<file path="config.mk">
export PLATFORM = sky130hd
export DESIGN_NAME = spike_edge_array_flat
export DESIGN_NICKNAME = d
export VERILOG_FILES = /design/src/rtl/spike_edge_array_if.sv /design/src/rtl/spike_edge_array.sv /design/src/flat_wrapper.sv
export SDC_FILE = /design/constraint.sdc
export NUM_CORES = 1
export LEC_CHECK = 0
export BUFFER_PORTS_ARGS = -buffer_cell sky130_fd_sc_hd__buf_2
export CORE_MARGIN = 2
export CORE_UTILIZATION = 63
export DETAILED_ROUTE_END_ITERATION = 10
export PLACE_DENSITY = 0.89
export SYNTH_ARGS = -nofsm -noshare
export SYNTH_HDL_FRONTEND = slang
export SYNTH_SLANG_ARGS = --single-unit
</file>
<file path="constraint.sdc">
create_clock -name clk -period 8 [get_ports clk]
set_input_delay 1.6 -clock clk [delete_from_list [all_inputs] [get_ports clk]]
set_output_delay 1.6 -clock clk [all_outputs]
set_load 0.01 [all_outputs]
</file>
<file path="src/rtl/spike_edge_array_if.sv">
// spike_edge_array_if: 8-bit peripheral register bus.
// master drives address/data_write/data_in, slave returns data_out.
interface spike_edge_array_if;
  logic [3:0] address;
  logic       data_write;
  logic [7:0] data_in;
  logic [7:0] data_out;

  modport master (
    output address,
    output data_write,
    output data_in,
    input  data_out
  );

  modport slave (
    input  address,
    input  data_write,
    input  data_in,
    output data_out
  );
endinterface

</file>
<file path="src/rtl/spike_edge_array.sv">
// spike_edge_array: multi-channel pixel temporal-edge spike detector
// with per-channel threshold, saturating count, refractory timer and
// a shared event FIFO drained over the register bus.
// Ports: clk, rst (async, active-high), ui_in (reserved),
//   uo_out {2'b0, overflow, fifo nonempty, spike[3:0]},
//   bus (slave): address, data_write, data_in, data_out (comb read).
// Option: define SPIKE_TIMESTAMP_EN to tag FIFO entries with a
//   free-running 6-bit timestamp in bits [7:2].
module spike_edge_array #(
  parameter int CHANNELS       = 4,
  parameter int FIFO_DEPTH     = 4,
  parameter int REFRAC_DEFAULT = 3,
  parameter int THRESH_DEFAULT = 20
) (
  input  logic              clk,
  input  logic              rst,
  input  logic [7:0]        ui_in,
  output logic [7:0]        uo_out,
  spike_edge_array_if.slave bus
);

  localparam int PW = $clog2(FIFO_DEPTH);
  localparam int LW = PW + 1;

  logic unused_ui;
  assign unused_ui = ^ui_in;

  // ---------------- bus decode ----------------
  logic [1:0] fn;
  logic [1:0] ch;
  logic [CHANNELS-1:0] ch_sel;
  logic wr_pix, wr_thr, wr_cnt;
  logic wr_pop, wr_ref, wr_ctl;

  assign fn = bus.address[3:2];
  assign ch = bus.address[1:0];

  always_comb begin
    ch_sel = '0;
    for (int c = 0; c < CHANNELS; c++)
      ch_sel[c] = (ch == 2'(c));
  end

  always_comb begin
    wr_pix = 1'b0;
    wr_thr = 1'b0;
    wr_cnt = 1'b0;
    wr_pop = 1'b0;
    wr_ref = 1'b0;
    wr_ctl = 1'b0;
    if (bus.data_write) begin
      unique case (1'b1)
        fn == 2'd0:           wr_pix = 1'b1;
        fn == 2'd1:           wr_thr = 1'b1;
        fn == 2'd2:           wr_cnt = 1'b1;
        bus.address == 4'hC:  wr_pop = 1'b1;
        bus.address == 4'hE:  wr_ref = 1'b1;
        bus.address == 4'hF:  wr_ctl = 1'b1;
        default: ;
      endcase
    end
  end

  // ---------------- channel state ----------------
  logic [7:0] pixel_q  [CHANNELS];
  logic [7:0] prev_q   [CHANNELS];
  logic [7:0] thresh_q [CHANNELS];
  logic [7:0] count_q  [CHANNELS];
  logic [7:0] refrac_q [CHANNELS];
  logic [7:0] diff     [CHANNELS];
  logic [CHANNELS-1:0] eval_q;
  logic [CHANNELS-1:0] fire;
  logic [7:0] refrac_reg_q;
  logic [3:0] spike_q;
  logic [1:0] fire_ch;

  always_comb begin
    fire = '0;
    for (int c = 0; c < CHANNELS; c++) begin
      diff[c] = (pixel_q[c] >= prev_q[c])
              ? pixel_q[c] - prev_q[c]
              : prev_q[c] - pixel_q[c];
      fire[c] = eval_q[c]
             && (diff[c] >= thresh_q[c])
             && (thresh_q[c] != 8'd0)
             && (refrac_q[c] == 8'd0);
    end
  end

  // Only one sample per cycle, so at most one bit of fire is set.
  always_comb begin
    fire_ch = 2'd0;
    for (int c = 0; c < CHANNELS; c++)
      if (fire[c]) fire_ch = 2'(c);
  end

  always_ff @(posedge clk or posedge rst) begin
    if (rst) begin
      eval_q       <= '0;
      spike_q      <= '0;
      refrac_reg_q <= 8'(REFRAC_DEFAULT);
      for (int c = 0; c < CHANNELS; c++) begin
        pixel_q[c]  <= '0;
        prev_q[c]   <= '0;
        thresh_q[c] <= 8'(THRESH_DEFAULT);
        count_q[c]  <= '0;
        refrac_q[c] <= '0;
      end
    end else begin
      spike_q <= 4'(fire);
      if (wr_ref) refrac_reg_q <= bus.data_in;
      for (int c = 0; c < CHANNELS; c++) begin
        eval_q[c] <= wr_pix && ch_sel[c];
        if (wr_pix && ch_sel[c]) begin
          prev_q[c]  <= pixel_q[c];
          pixel_q[c] <= bus.data_in;
        end
        if (wr_thr && ch_sel[c])
          thresh_q[c] <= bus.data_in;
        // clear beats a coincident spike
        if (wr_cnt && ch_sel[c])
          count_q[c] <= '0;
        else if (fire[c] && count_q[c] != 8'hFF)
          count_q[c] <= count_q[c] + 8'd1;
        if (fire[c])
          refrac_q[c] <= refrac_reg_q;
        else if (refrac_q[c] != 8'd0)
          refrac_q[c] <= refrac_q[c] - 8'd1;
      end
    end
  end

  // ---------------- event FIFO ----------------
  logic [7:0]    entry;
  logic [7:0]    mem_q [FIFO_DEPTH];
  logic [PW-1:0] wr_ptr_q, rd_ptr_q;
  logic [LW-1:0] level_q, level_d;
  logic          ovf_q, ovf_d;
  logic          full, nonempty;
  logic          push, pop, push_ok;

`ifdef SPIKE_TIMESTAMP_EN
  logic [5:0] ts_q;

  always_ff @(posedge clk or posedge rst) begin
    if (rst) ts_q <= '0;
    else     ts_q <= ts_q + 6'd1;
  end

  assign entry = {ts_q, fire_ch};
`else
  assign entry = {6'b0, fire_ch};
`endif

  assign full     = (level_q == LW'(FIFO_DEPTH));
  assign nonempty = (level_q != '0);
  assign push     = |fire;
  assign pop      = wr_pop && nonempty;
  // a pop frees the slot the same-cycle push lands in
  assign push_ok  = push && (!full || pop);

  always_comb begin
    level_d = level_q
            + {{(LW-1){1'b0}}, push_ok}
            - {{(LW-1){1'b0}}, pop};
    ovf_d = ovf_q;
    if (wr_ctl && bus.data_in[5]) ovf_d = 1'b0;
    if (push && !push_ok)         ovf_d = 1'b1;
  end

  always_ff @(posedge clk or posedge rst) begin
    if (rst) begin
      wr_ptr_q <= '0;
      rd_ptr_q <= '0;
      level_q  <= '0;
      ovf_q    <= 1'b0;
      for (int i = 0; i < FIFO_DEPTH; i++)
        mem_q[i] <= '0;
    end else begin
      level_q <= level_d;
      ovf_q   <= ovf_d;
      if (push_ok) begin
        mem_q[wr_ptr_q] <= entry;
        wr_ptr_q        <= wr_ptr_q + PW'(1);
      end
      if (pop)
        rd_ptr_q <= rd_ptr_q + PW'(1);
    end
  end

  // ---------------- outputs ----------------
  logic [7:0] head;
  logic [7:0] rdata;

  assign head = nonempty ? mem_q[rd_ptr_q] : 8'h00;

  always_comb begin
    rdata = '0;
    unique case (fn)
      2'd0: begin
        for (int c = 0; c < CHANNELS; c++)
          if (ch_sel[c]) rdata = pixel_q[c];
      end
      2'd1: begin
        for (int c = 0; c < CHANNELS; c++)
          if (ch_sel[c]) rdata = thresh_q[c];
      end
      2'd2: begin
        for (int c = 0; c < CHANNELS; c++)
          if (ch_sel[c]) rdata = count_q[c];
      end
      default: begin
        unique case (ch)
          2'd0:    rdata = head;
          2'd1:    rdata = {2'b00, ovf_q, nonempty,
                            4'(level_q)};
          2'd2:    rdata = refrac_reg_q;
          default: rdata = '0;
        endcase
      end
    endcase
  end

  assign bus.data_out = rdata;
  assign uo_out = {2'b00, ovf_q, nonempty, spike_q};

endmodule

</file>
<file path="src/flat_wrapper.sv">
// flat-port wrapper written by rule: the top's interface ports become plain ports
module spike_edge_array_flat 
#(
  parameter int CHANNELS       = 4,
  parameter int FIFO_DEPTH     = 4,
  parameter int REFRAC_DEFAULT = 3,
  parameter int THRESH_DEFAULT = 20
)
  (clk, rst, ui_in, uo_out, bus_address, bus_data_write, bus_data_in, bus_data_out);
  spike_edge_array_if bus_i ();
  input  logic clk;
  input  logic rst;
  input  logic [7:0] ui_in;
  output logic [7:0] uo_out;
  input wire logic [$bits(bus_i.address)-1:0] bus_address;
  input wire logic [$bits(bus_i.data_write)-1:0] bus_data_write;
  input wire logic [$bits(bus_i.data_in)-1:0] bus_data_in;
  output wire logic [$bits(bus_i.data_out)-1:0] bus_data_out;
  assign bus_i.address = bus_address;
  assign bus_i.data_write = bus_data_write;
  assign bus_i.data_in = bus_data_in;
  assign bus_data_out = bus_i.data_out;
  spike_edge_array #(.CHANNELS(CHANNELS), .FIFO_DEPTH(FIFO_DEPTH), .REFRAC_DEFAULT(REFRAC_DEFAULT), .THRESH_DEFAULT(THRESH_DEFAULT)) u_core (.clk(clk), .rst(rst), .ui_in(ui_in), .uo_out(uo_out), .bus(bus_i));
endmodule
</file>
==> results list, run 1 <==
- Type of destination of the critical path: flip-flop
- For this design the ratio of total power to cell area is 327.1 nW/um^2.
* Headroom to the max-slew limit: 22.56%
- Compared with the post-synthesis result, the final layout area differs by 7.292%.
- The number of hold buffers added after CTS was 0.
* Port Buffer Count: 28
- After synthesis the cells add up to 12470 um^2.
* Initial antenna violation count: 1
- Row cnt: 51
- STA puts the critical path data required time at 8380 ps.
* CTS clock-pin slew for the worst setup and hold paths: 80 ps
- Met3 wirelength from detailed routing: 2.726 mm
* Total number of nets in the final design: 1510
- Worst Hold Class: reg -> reg
* CTS tree: done
- Critical register-to-register path startpoint: u_core.pixel_q[16]$_DFFE_PP0P_
* IO Count: 39
- For this run, the top clock speed supported by timing is 172.5 MHz.
- Counting cells, the worst reg-to-reg path comes to 21.
* Power consumption: 4378 uW
* Yosys reg bits: 192
- From bottom edge to top edge, the die measures 144.7 um.
- On the final layout, the worst hold slack is 495.1 ps.
- Of all nets on the critical path, the largest fanout is 11.
- Setup repair after global routing left no endpoint under its margin.
- Yosys mapped a number of flops with a built-in enable equal to 0.
* Status: finished clean
* Fraction of layout instances using a drive strength above 1: 10.61%
- For hold timing, the worst endpoint is u_core.refrac_q[26]$_DFFE_PP0P_.
- Slack of the worst reg-to-reg path: 2200 ps
- Max Cap Violations: 0
- Total wirelength of the detailed-routed design: 31.93 mm
- The wire-length estimate of the detail-placed layout is 22.57 mm.
- Met2 wire length: 15.08 mm
* Leak: 0.005987 uW
* Sequential-to-total area share from yosys stat: 38.62%
- Clock Skews: 12.61 ps
- By area, the combinational part of the netlist is dominated by compound AO/OA/AOI/OAI gates.
* Path type of the worst setup path: reg -> reg
- First-pass GRT wire length: 51.69 mm
- Total Negative Setup Slacks: 0 ps
- The clock net in this run drives a total of 192 sinks.
- Slew Limit Fails: 0
* Most common library cell in the layout ignoring fill and taps: sky130_fd_sc_hd__dfrtp_1
- Number of gates resized after CTS: 0
- Of the total synthesized cell area, the portion taken by XOR and XNOR cells is 4.564%.
- Cells on Worst Hold Path: 1
- The synthesized netlist devotes 12.08% of its cell area to adder and majority cells.
* Distinct cells, synth: 73
- Initial Utilization: 64.10%
- Setup violations remaining at the end of the flow were counted as 0.
- Post-route DRC: 0
- Floorplan Core Area: 19460 um^2
- In the final routed layout, each cell accounts on average for 19.34 um.
* First-iteration detailed-routing DRC count: 915
- Post-route clock period utilization: 72.47%
- Subtracting the final worst setup slack from the clock period gives 5797 ps.
- After global routing the overflow that remains totals 0.
- For this run, the total global-route usage over all layers was measured as 31.99%.
* Post-synthesis instance total: 1368
- TritonCTS created 17 clock buffers.
* Destination of the worst register-to-register timing path: u_core.level_q[2]$_DFF_PP0_
* Buffer depth of the longest clock path: 2
* Data arrival time of the critical path: 6170 ps
- Summing over every cut layer, the via total after detailed routing is 10380.
* DIE AREA: 20940 um^2
- Cell at the root of the clock tree: sky130_fd_sc_hd__clkbuf_16
- STA classifies the critical path startpoint as a flip-flop.
- During synthesis, Yosys emitted a total of 0 warnings.
- Number of global-route vias before repair: 10300
- Across the VDD grid, the largest voltage drop is 0.1702 mV.
- In the final routing, the length of wire on met1 measures 12.51 mm.
* Final Hold Violating Endpoints: 0
- Proportion of synthesized area in mux cells: 7.412%
* Main synth FF type: sky130_fd_sc_hd__dfrtp_1
- Entering global routing, the biggest net connects 125 pins.
* Clk_lat worst skew: 460 ps
- After Yosys synthesis, and, or, nand and nor cells account for 15.49% of the synthesized area.
- Critical hold path startpoint: u_core.refrac_q[26]$_DFFE_PP0P_
- Fill cells in the final layout number 1415.
- Die Width: 144.7 um
- In this run the mean area of a mapped cell was 9.119 um^2.
* Vias per cell: 6.289
* Transition time at the pin with the least slew margin: 1160 ps
- Highest-count cells in the layout ignoring fill and taps: sky130_fd_sc_hd__dfrtp_1, sky130_fd_sc_hd__o21ai_0, sky130_fd_sc_hd__nand2_1
- Number of iterations in the first detailed-routing pass: 6
- Routability-driven placement finished with a final weighted congestion of 0.9522.
- In this run the post-CTS setup repair buffer count came out at 0.
- Summing the areas of all compound-gate instances in the mapped netlist gives 16.19% of the synthesized area.
- Number of levels in the clock H-tree: 4
- Highest metal used: met4
- The count of nets left with antenna violations once routing finished came out at 0.
- In the synthesized netlist the async set-or-reset flop fraction comes to 100.0%.
[per-stage QoR]
step / std cells / setup WS [ps] / instance area [um^2] / util [%]
4_1_cts: 1650 / 2299 / 13380 / 68.76
2_1_floorplan: 1369 / 1189 / 12480 / -
3_3_place_gp: 1618 / 2525 / 12780 / 65.66
3_5_place_dp: 1618 / 2345 / 12780 / 65.66
5_1_grt: 1650 / 1917 / 13380 / 68.76
6_report: 1651 / 2203 / 13380 / 68.77
[kinds of logic (layout without fill, tap and decap cells)]
group	count (synthesis)	count (layout)
flip-flops	192	192
XOR/XNOR	65	65
buffers and inverters	179	195
multiplexers	78	78
other	1	3
adder cells (fa/ha/maj)	115	115
AO/OA/AOI/OAI	338	338
AND/OR/NAND/NOR	400	400
[cell type report]
cell class / instances / area [um^2] / share of cell area (%)
clock inverters: 11 / 142.6 / 1.066
inverters: 132 / 503.0 / 3.758
repair buffers: 31 / 162.7 / 1.215
flip-flops and latches: 192 / 4817 / 35.99
clock buffers: 21 / 460.4 / 3.440
diodes: 1 / 2.502 / 0.01870
well taps: 265 / 331.6 / 2.477
multi-input cells: 998 / 6964 / 52.03
[sequential cells by signal (all words and copies together), names as in the netlist]
name and flops:
u_core.ovf_q 1, u_core.refrac_reg_q 8, u_core.mem_q 8, u_core.prev_q 32, u_core.eval_q 4, u_core.wr_ptr_q 2
u_core.level_q 3, u_core.count_q 32, u_core.thresh_q 32, u_core.pixel_q 32, u_core.refrac_q 32, u_core.rd_ptr_q 2
u_core.spike_q 4
[where the power goes]
part	switching, uW	internal [uW]	leakage (uW)
registers	306	1230	0.00236
clock network	403	487	0.000293
logic	1090	856	0.00334
total	1800	2570	0.00599
[synthesized netlist by cell type, drive strengths merged, types with 13 or more instances]
library cell / n / area (um^2)
dfrtp: 182 / 4554
o21ai: 160 / 815.8
nand2: 139 / 521.8
inv: 131 / 491.7
ha: 106 / 1326
nor2: 95 / 359.1
a21oi: 81 / 405.4
xnor2: 50 / 437.9
mux2: 45 / 506.7
nor3: 44 / 236.5
clkbuf: 36 / 140.1
mux2i: 26 / 260.3
nand3: 20 / 100.1
nor4: 16 / 115.1
xor2: 15 / 131.4
a21o: 13 / 97.59
[how the worst max path moves through the flow]
stage	from	to	depth (start not counted)	slack, ps
5_1_grt	u_core.pixel_q[16]$_DFFE_PP0P_	u_core.level_q[2]$_DFF_PP0_	21	1920
2_1_floorplan	rst	u_core.count_q[0]$_DFFE_PP0P_	1	1190
4_1_cts	u_core.pixel_q[16]$_DFFE_PP0P_	u_core.level_q[2]$_DFF_PP0_	21	2300
3_3_place_gp	u_core.pixel_q[16]$_DFFE_PP0P_	u_core.level_q[2]$_DFF_PP0_	21	2530
3_5_place_dp	u_core.pixel_q[16]$_DFFE_PP0P_	u_core.level_q[2]$_DFF_PP0_	21	2350
6_report	u_core.pixel_q[16]$_DFFE_PP0P_	u_core.level_q[2]$_DFF_PP0_	21	2200
[metal layers]
metal	GRT usage, %	vias up
li1	-	4779
met1	39.75	5014
met2	52.28	460
met3	7.601	130
met4	16.56	0
met5	0	-
[worst max-delay path: stages (launching register included)]
cell and delay, ps:
sky130_fd_sc_hd__dfrtp_1 420, sky130_fd_sc_hd__inv_1 100, sky130_fd_sc_hd__ha_1 180, sky130_fd_sc_hd__inv_1 60
sky130_fd_sc_hd__fa_1 380, sky130_fd_sc_hd__a21o_1 170, sky130_fd_sc_hd__a21oi_1 170, sky130_fd_sc_hd__o21ai_0 170
sky130_fd_sc_hd__o221ai_2 460, sky130_fd_sc_hd__mux2_2 410, sky130_fd_sc_hd__xor2_1 140, sky130_fd_sc_hd__ha_1 300
sky130_fd_sc_hd__and4_1 240, sky130_fd_sc_hd__o211ai_1 100, sky130_fd_sc_hd__nor4_1 750, sky130_fd_sc_hd__o21ai_2 330
sky130_fd_sc_hd__a41oi_4 370, sky130_fd_sc_hd__ha_1 210, sky130_fd_sc_hd__inv_1 50, sky130_fd_sc_hd__fa_1 370
sky130_fd_sc_hd__xnor2_1 190, sky130_fd_sc_hd__xnor2_1 130
Note: power is estimated with default switching activity, not from simulation.
==> inputs of run 2 (changes only) <==
Clock period 8 ns to 6.1 ns, I/O delays scaled along.
==> results list, run 2 (same netlist as run 1, synthesis figures left out) <==
- VDD sags by at most 0.1738 mV.
- Pin count of the biggest net entering global routing: 193
- Timing analysis after detailed placement gives a worst setup slack of 688.8 ps.
- Setup repair after global routing left no endpoint under its margin.
- In this design, the stage delay of the slowest critical-path cell is 570 ps.
- The die is 144.7 um wide.
- Crit path max-delay cell type: sky130_fd_sc_hd__a211o_1
- IO Count: 39
* DP Wirelength: 22.24 mm
- Cell area power density: 430.9 nW/um^2
* Worst hold path endpoint: u_core.refrac_q[24]$_DFFE_PP0P_
* Area used by multi-input combinational logic: 6967 um^2
- The run finished with clean final reports.
- Post-CTS setup buffer count: 0
- Cells on Worst Hold Path: 1
- Number of sinks on the clock net: 192
- Transition time at the pin with the least slew margin: 1136 ps
- Cells fill 69.10% of the core in the end.
* Critical register-to-register path startpoint: u_core.pixel_q[8]$_DFFE_PP0P_
- The path class of the tightest hold or removal check is reg -> reg.
* Number of levels in the clock H-tree: 4
- Clock-pin slew was measured on the worst setup and hold paths at 70 ps.
- Max Clock Freq: 179.2 MHz
- Worst EP required: 6460 ps
- The analysis attributes to cell leakage a power of 0.006014 uW.
* Path type of the worst setup path: reg -> reg
* Initial antenna violation count: 1
- The via count of the first global-routing pass was 9917.
- Initial Utilization: 64.10%
- Clk_lat worst skew: 450 ps
* Total number of nets in the final design: 1512
- Tightest hold margin: 495.8 ps
- Type of destination of the critical path: flip-flop
* Min Tclk post-route: 5581 ps
- Adding up every negative setup slack in the final design gives 0 ps.
- Floorplan Core Area: 19460 um^2
- The signal on the critical path passes through inv_1 > ha_1 > inv_1 > fa_1 > a21o_1 > a21oi_1 > o21ai_0 > o221ai_2 > mux2_2 > xor2_1 > ha_1 > nand2_1 > nor3_1 > nand4b_1 > a211o_1 > a41oi_4 > ha_1 > inv_1 > fa_1 > xnor2_1 > xnor2_1.
* CTS buffer count: 17
- Max Cap Violations: 0
- Reg area: 4817 um^2
- Post-route clock period utilization: 91.50%
- In the final layout, the share of cells above drive strength 1 is 10.96%.
- For this run, the total global-route usage over all layers was measured as 30.86%.
- Counting cells, the worst reg-to-reg path comes to 21.
- Cell at the root of the clock tree: sky130_fd_sc_hd__clkbuf_16
- After clock tree synthesis, the repair step resized 0 gates.
- The count of nets left with antenna violations once routing finished came out at 0.
- TritonCTS built the clock tree.
- The longest clock path from root to sink contains 2 buffers.
- The count of buffers added on input and output ports is 28.
- Hold repair after CTS inserted 0 buffers.
- Total number of vias: 10450
- The die is 144.7 um tall.
* First-iteration detailed-routing DRC count: 997
* Crit path buf inv count: 3
- The endpoint identified for the worst register-to-register timing path is u_core.level_q[2]$_DFF_PP0_.
- Total wirelength of the detailed-routed design: 31.35 mm
* Data arrival time of the critical path: 5940 ps
- Clock Skews: 10.06 ps
* Final Hold Violating Endpoints: 0
- Leaving out fill and tap cells, the most frequent cells in the layout are sky130_fd_sc_hd__dfrtp_1, sky130_fd_sc_hd__o21ai_0, sky130_fd_sc_hd__nand2_1.
* Detail-routed net length per standard cell: 18.96 um
- Across all register-to-register paths, the minimum setup slack is 520 ps.
- Most common library cell in the layout ignoring fill and taps: sky130_fd_sc_hd__dfrtp_1
- Final count of negative-setup-slack endpoints: 0
* Vias per cell: 6.319
* Worst setup margin: 518.6 ps
* Startpoint Class: flip-flop
* Row cnt: 51
- Among cell families on the critical path, the largest total delay comes from compound AO/OA/AOI/OAI gates.
* Final-layout fill cell count: 1375
* Number of iterations in the first detailed-routing pass: 5
* Critical path peak fanout: 11
* Synth-to-Final Area Change: 7.813%
* Routability-driven placement congestion ratio: 0.9748
- Total congestion overflow: 0
- DIE AREA: 20940 um^2
- First-pass GRT wire length: 49.78 mm
* Headroom to the max-slew limit: 24.24%
* Slew Limit Fails: 0
- Critical hold path startpoint: u_core.refrac_q[24]$_DFFE_PP0P_
- For this run, design rule violations remaining after detail routing come to 0.
[run 2: changes by cell type in the layout (fill, tap and decap cells not counted), moves of 2 or more]
cell | before | now
sky130_fd_sc_hd__clkbuf_1 | 2 | 0
sky130_fd_sc_hd__clkinv_2 | 0 | 2
sky130_fd_sc_hd__bufinv_16 | 2 | 4
sky130_fd_sc_hd__clkinvlp_4 | 1 | 3
[run 2: per-layer routing]
layer | part of all wire (%) | vias to the layer above | GRT usage [%]
li1 | - | 4779 | -
met1 | 40 | 5067 | 38.45
met2 | 47 | 479 | 51.36
met3 | 7.9 | 120 | 6.449
met4 | 4.6 | 0 | 15.18
met5 | 0 | - | 0
[run 2: stage by stage]
stage,total power [uW],cell area [um^2],std cells
floorplan,3828,12480,1369
global placement,4316,12800,1620
detailed placement,4484,12800,1620
CTS,5746,13450,1652
global route,6188,13450,1652
finish,5795,13450,1653
[run 2: report_power, final]
part,internal (uW),total (uW),switching [uW],leakage [uW]
logic,1130,2550,1430,0.00335
clock network,706,1230,526,0.000311
registers,1610,2010,394,0.00236
total,3450,5790,2350,0.00601
[run 2: area by class of cell]
type / count / area share (%)
clock inverters: 14 / 1.507
inverters: 132 / 3.712
diodes: 1 / 0.01861
repair buffers: 33 / 1.414
flip-flops and latches: 192 / 35.82
multi-input cells: 998 / 51.80
clock buffers: 18 / 3.265
well taps: 265 / 2.465
[run 2: worst max path at each step]
| stage | startpoint | end | slack, ps | cells past startpoint |
|---|---|---|---|---|
| after detailed placement | u_core.pixel_q[8]$_DFFE_PP0P_ | u_core.level_q[2]$_DFF_PP0_ | 690 | 21 |
| after floorplan | u_core.pixel_q[24]$_DFFE_PP0P_ | u_core.level_q[2]$_DFF_PP0_ | 1440 | 21 |
| final | u_core.pixel_q[8]$_DFFE_PP0P_ | u_core.level_q[2]$_DFF_PP0_ | 520 | 21 |
| after global routing | u_core.pixel_q[8]$_DFFE_PP0P_ | u_core.level_q[2]$_DFF_PP0_ | 190 | 21 |
| after CTS | u_core.pixel_q[8]$_DFFE_PP0P_ | u_core.level_q[2]$_DFF_PP0_ | 590 | 21 |
| after global placement | u_core.pixel_q[8]$_DFFE_PP0P_ | u_core.level_q[2]$_DFF_PP0_ | 790 | 21 |
==> inputs of run 3 (changes only) <==
Settings changed: ABC_AREA from default to 1, CORE_UTILIZATION 63 to 64, PLACE_DENSITY 0.89 to 0.9.
==> results list, run 3 <==
- First-iteration detailed-routing DRC count: 1265
- Cell area power density: 427.1 nW/um^2
* Share of Yosys cell area claimed by the top area cell type: 34.98%
- Clock-pin slew was measured on the worst setup and hold paths at 90 ps.
- sky130_fd_sc_hd__dfrtp_1 takes more of the synthesized area than any other cell.
- Die Width: 146.6 um
- Port Buffer Count: 28
- The region available for standard cell placement spans 20100 um^2.
- Sequential-to-total area share from yosys stat: 37.00%
- RSZ-0062 raised after global routing: no
- In this run the most critical hold path is launched from u_core.mem_q[9]$_DFFE_PP0P_.
- For this run, the share of the core covered by cells in the final layout is 69.36%.
- Number of cell instances on the worst register-to-register path: 27
* Number of sinks on the clock net: 192
* Xor and xnor area share after synthesis: 4.709%
- After clock tree synthesis, the repair step resized 0 gates.
* Critical path peak fanout: 20
- After detailed routing, the average wire length per cell comes to 17.13 um.
- The number of antenna violations at the first check in global routing came to 0.
* Transition time at the pin with the least slew margin: 1091 ps
- Post-synthesis instance total: 1668
* Distinct cells, synth: 58
* Peak VDD IR: 0.2374 mV
- The clock passes through at most 2 buffers.
* Main synth FF type: sky130_fd_sc_hd__dfrtp_1
- Headroom to the max-slew limit: 27.16%
- Crit path max-delay cell type: sky130_fd_sc_hd__nand2_1
* Post-synth EDFFs: 0
* Most common library cell in the layout ignoring fill and taps: sky130_fd_sc_hd__nand2_1
- The min-delay analysis places its worst path in the category reg -> reg.
- Type of destination of the critical path: primary output
- Initial Utilization: 64.76%
* Total congestion overflow: 0
- Destination of the worst register-to-register timing path: u_core.level_q[2]$_DFF_PP0_
- Final count of negative-setup-slack endpoints: 0
- Across the run, the number of max-cap violations was 0.
* Reg area: 4817 um^2
- Fraction of layout instances using a drive strength above 1: 7.601%
- After synthesis, the share of cell area in mux cells is 0%.
- The net count of the finished layout is 1809.
* Post-CTS Hold Buffers: 0
- After detailed routing, the number of remaining DRC violations is 0.
* Final-layout fill cell count: 1474
- Clock Skews: 17.90 ps
- Path type of the worst setup path: in -> out
* Routability-driven placement congestion ratio: 0.9231
- In this design, the stage delay of the slowest critical-path cell is 650 ps.
- Data arrives at the worst endpoint at 3620 ps.
- Synth area leaders: sky130_fd_sc_hd__dfrtp_1, sky130_fd_sc_hd__nand2_1, sky130_fd_sc_hd__ha_1
- Cells on Worst Hold Path: 2
* Yosys reg bits: 192
* IO Count: 39
- Post-CTS setup buffer count: 0
- For this run, the top clock speed supported by timing is 206.5 MHz.
* Number of global-route vias before repair: 11280
- Total wirelength of the detailed-routed design: 33.46 mm
* Largest family of logic cells by synthesized area: simple AND/OR/NAND/NOR gates
- The first detailed-routing pass took 8 iterations.
* Pin count of the biggest net entering global routing: 147
- Ordered list of cells on the worst path: buf_2 > inv_2 > nand2_1 > inv_2 > nand2_1 > o221ai_1 > a21oi_1 > o21ai_0 > o2111ai_1 > buf_2
- Of the available clock period, the critical path in the final layout requires 79.38%.
- The most common cell in the synthesized netlist is sky130_fd_sc_hd__nand2_1.
- Pre-CTS setup slack: 1476 ps
- Post-synth top cells: sky130_fd_sc_hd__nand2_1, sky130_fd_sc_hd__inv_1, sky130_fd_sc_hd__dfrtp_1
- In the routed layout, each cell is associated on average with a via count of 6.012.
- Measured along the y axis, the die boundary spans 146.6 um.
- Number of levels in the clock H-tree: 4
- DP Wirelength: 24.03 mm
- The worst hold path terminates at u_core.mem_q[9]$_DFFE_PP0P_.
* Worst EP required: 4880 ps
- The synthesized netlist devotes 20.31% of its cell area to simple gates.
- The worst setup path is launched from a primary input.
- The synthesized netlist occupies a cell area of 13020 um^2.
- Clock latency on the worst-skew pair, taken at its later pin, is 460 ps.
- Once detail routing completed, the nets flagged for antenna violations numbered 0.
- Clock tree synthesis selected as its root buffer the cell sky130_fd_sc_hd__clkbuf_16.
- Slew Limit Fails: 0
* Min Tclk post-route: 4842 ps
- After floorplanning, the core was divided into 52 placement rows.
* Status: finished clean
- Final Hold Violating Endpoints: 0
- Share of synthesized flip-flops with an asynchronous set or reset: 100.0%
- In this run the mean area of a mapped cell was 7.806 um^2.
- The synthesized netlist devotes 16.38% of its cell area to compound gates.
* DIE AREA: 21500 um^2
- The Yosys step of the flow raised 0 warnings.
- The routed layout has 11750 vias.
- Total Negative Setup Slacks: 0 ps
* Post-Synth Adder-Cell Area: 11.57%
- Leak: 0.006945 uW
- CTS tree: done
* Critical register-to-register path startpoint: u_core.pixel_q[0]$_DFFE_PP0P_
- Worst setup margin: 1258 ps
- Total inserted antenna cells: 0
- In the final layout, the multi-input gates occupy 6905 um^2.
- The first global-routing pass estimated 54.92 mm of wire.
- In the layout the commonest cells are sky130_fd_sc_hd__nand2_1, sky130_fd_sc_hd__inv_1, sky130_fd_sc_hd__dfrtp_1.
- Slack of the worst reg-to-reg path: 1400 ps
- For this run, the total global-route usage over all layers was measured as 31.99%.
- Compared with the post-synthesis result, the final layout area differs by 7.101%.
- Crit path from: bus_address[0]
* CTS buffer count: 17
==> run 3: per-layer routing <==
layer / GRT usage [%] / share of wire, % / vias up / wire, um
met3: 6.031 / 9.5 / 160 / 3167
met2: 51.50 / 46 / 574 / 15480
li1: - / - / 5450 / -
met4: 17.14 / 5.5 / 0 / 1824
met1: 41.16 / 39 / 5564 / 12990
met5: 0 / 0 / - / 0
==> run 3: logic make-up after synthesis <==
group	Yosys count
AOI/OAI and AO/OA	371
and+or+nand+nor	594
buffers and inverters	325
adders and majority gates	115
other	1
DFF	192
xor gates and xnor gates	70
==> run 3: layout make-up <==
cell class | count | area share [%]
clock buffers | 17 | 3.051
clock inverters | 15 | 1.525
inverters | 275 | 7.573
multi-input cells | 1152 | 49.52
flip-flops and latches | 192 | 34.54
well taps | 270 | 2.423
repair buffers | 33 | 1.364
==> run 3: worst max path at each step <==
stage | to | cells after the start | slack [ps]
floorplan | u_core.level_q[1]$_DFF_PP0_ | 27 | 2160
global route | u_core.level_q[2]$_DFF_PP0_ | 28 | 990
finish | bus_data_out[3] | 10 | 1260
global placement | bus_data_out[3] | 10 | 1500
CTS | bus_data_out[3] | 10 | 1450
detailed placement | bus_data_out[3] | 10 | 1480
==> run 3: worst max-delay path: cells and delay by family <==
kind	cells	cell delay (ps)
and+or+nand+nor	2	740
buffers and inverters	4	1110
AOI/OAI and AO/OA	4	540
==> run 3: power by group <==
part,switching (uW),internal [uW],leakage [uW]
clock network,572,634,0.000313
logic,1760,1090,0.00427
registers,305,1590,0.00236
==> run 3: metrics by stage <==
stage | area (um^2) | cells | total power [uW] | hold WS, ps
floorplan | 13030 | 1669 | 3985 | 436.6
global placement | 13310 | 1922 | 4470 | 452.1
detailed placement | 13310 | 1922 | 4650 | 465.9
CTS | 13940 | 1954 | 5911 | 485.1
global route | 13940 | 1954 | 6436 | 504.0
finish | 13940 | 1954 | 5956 | 481.7
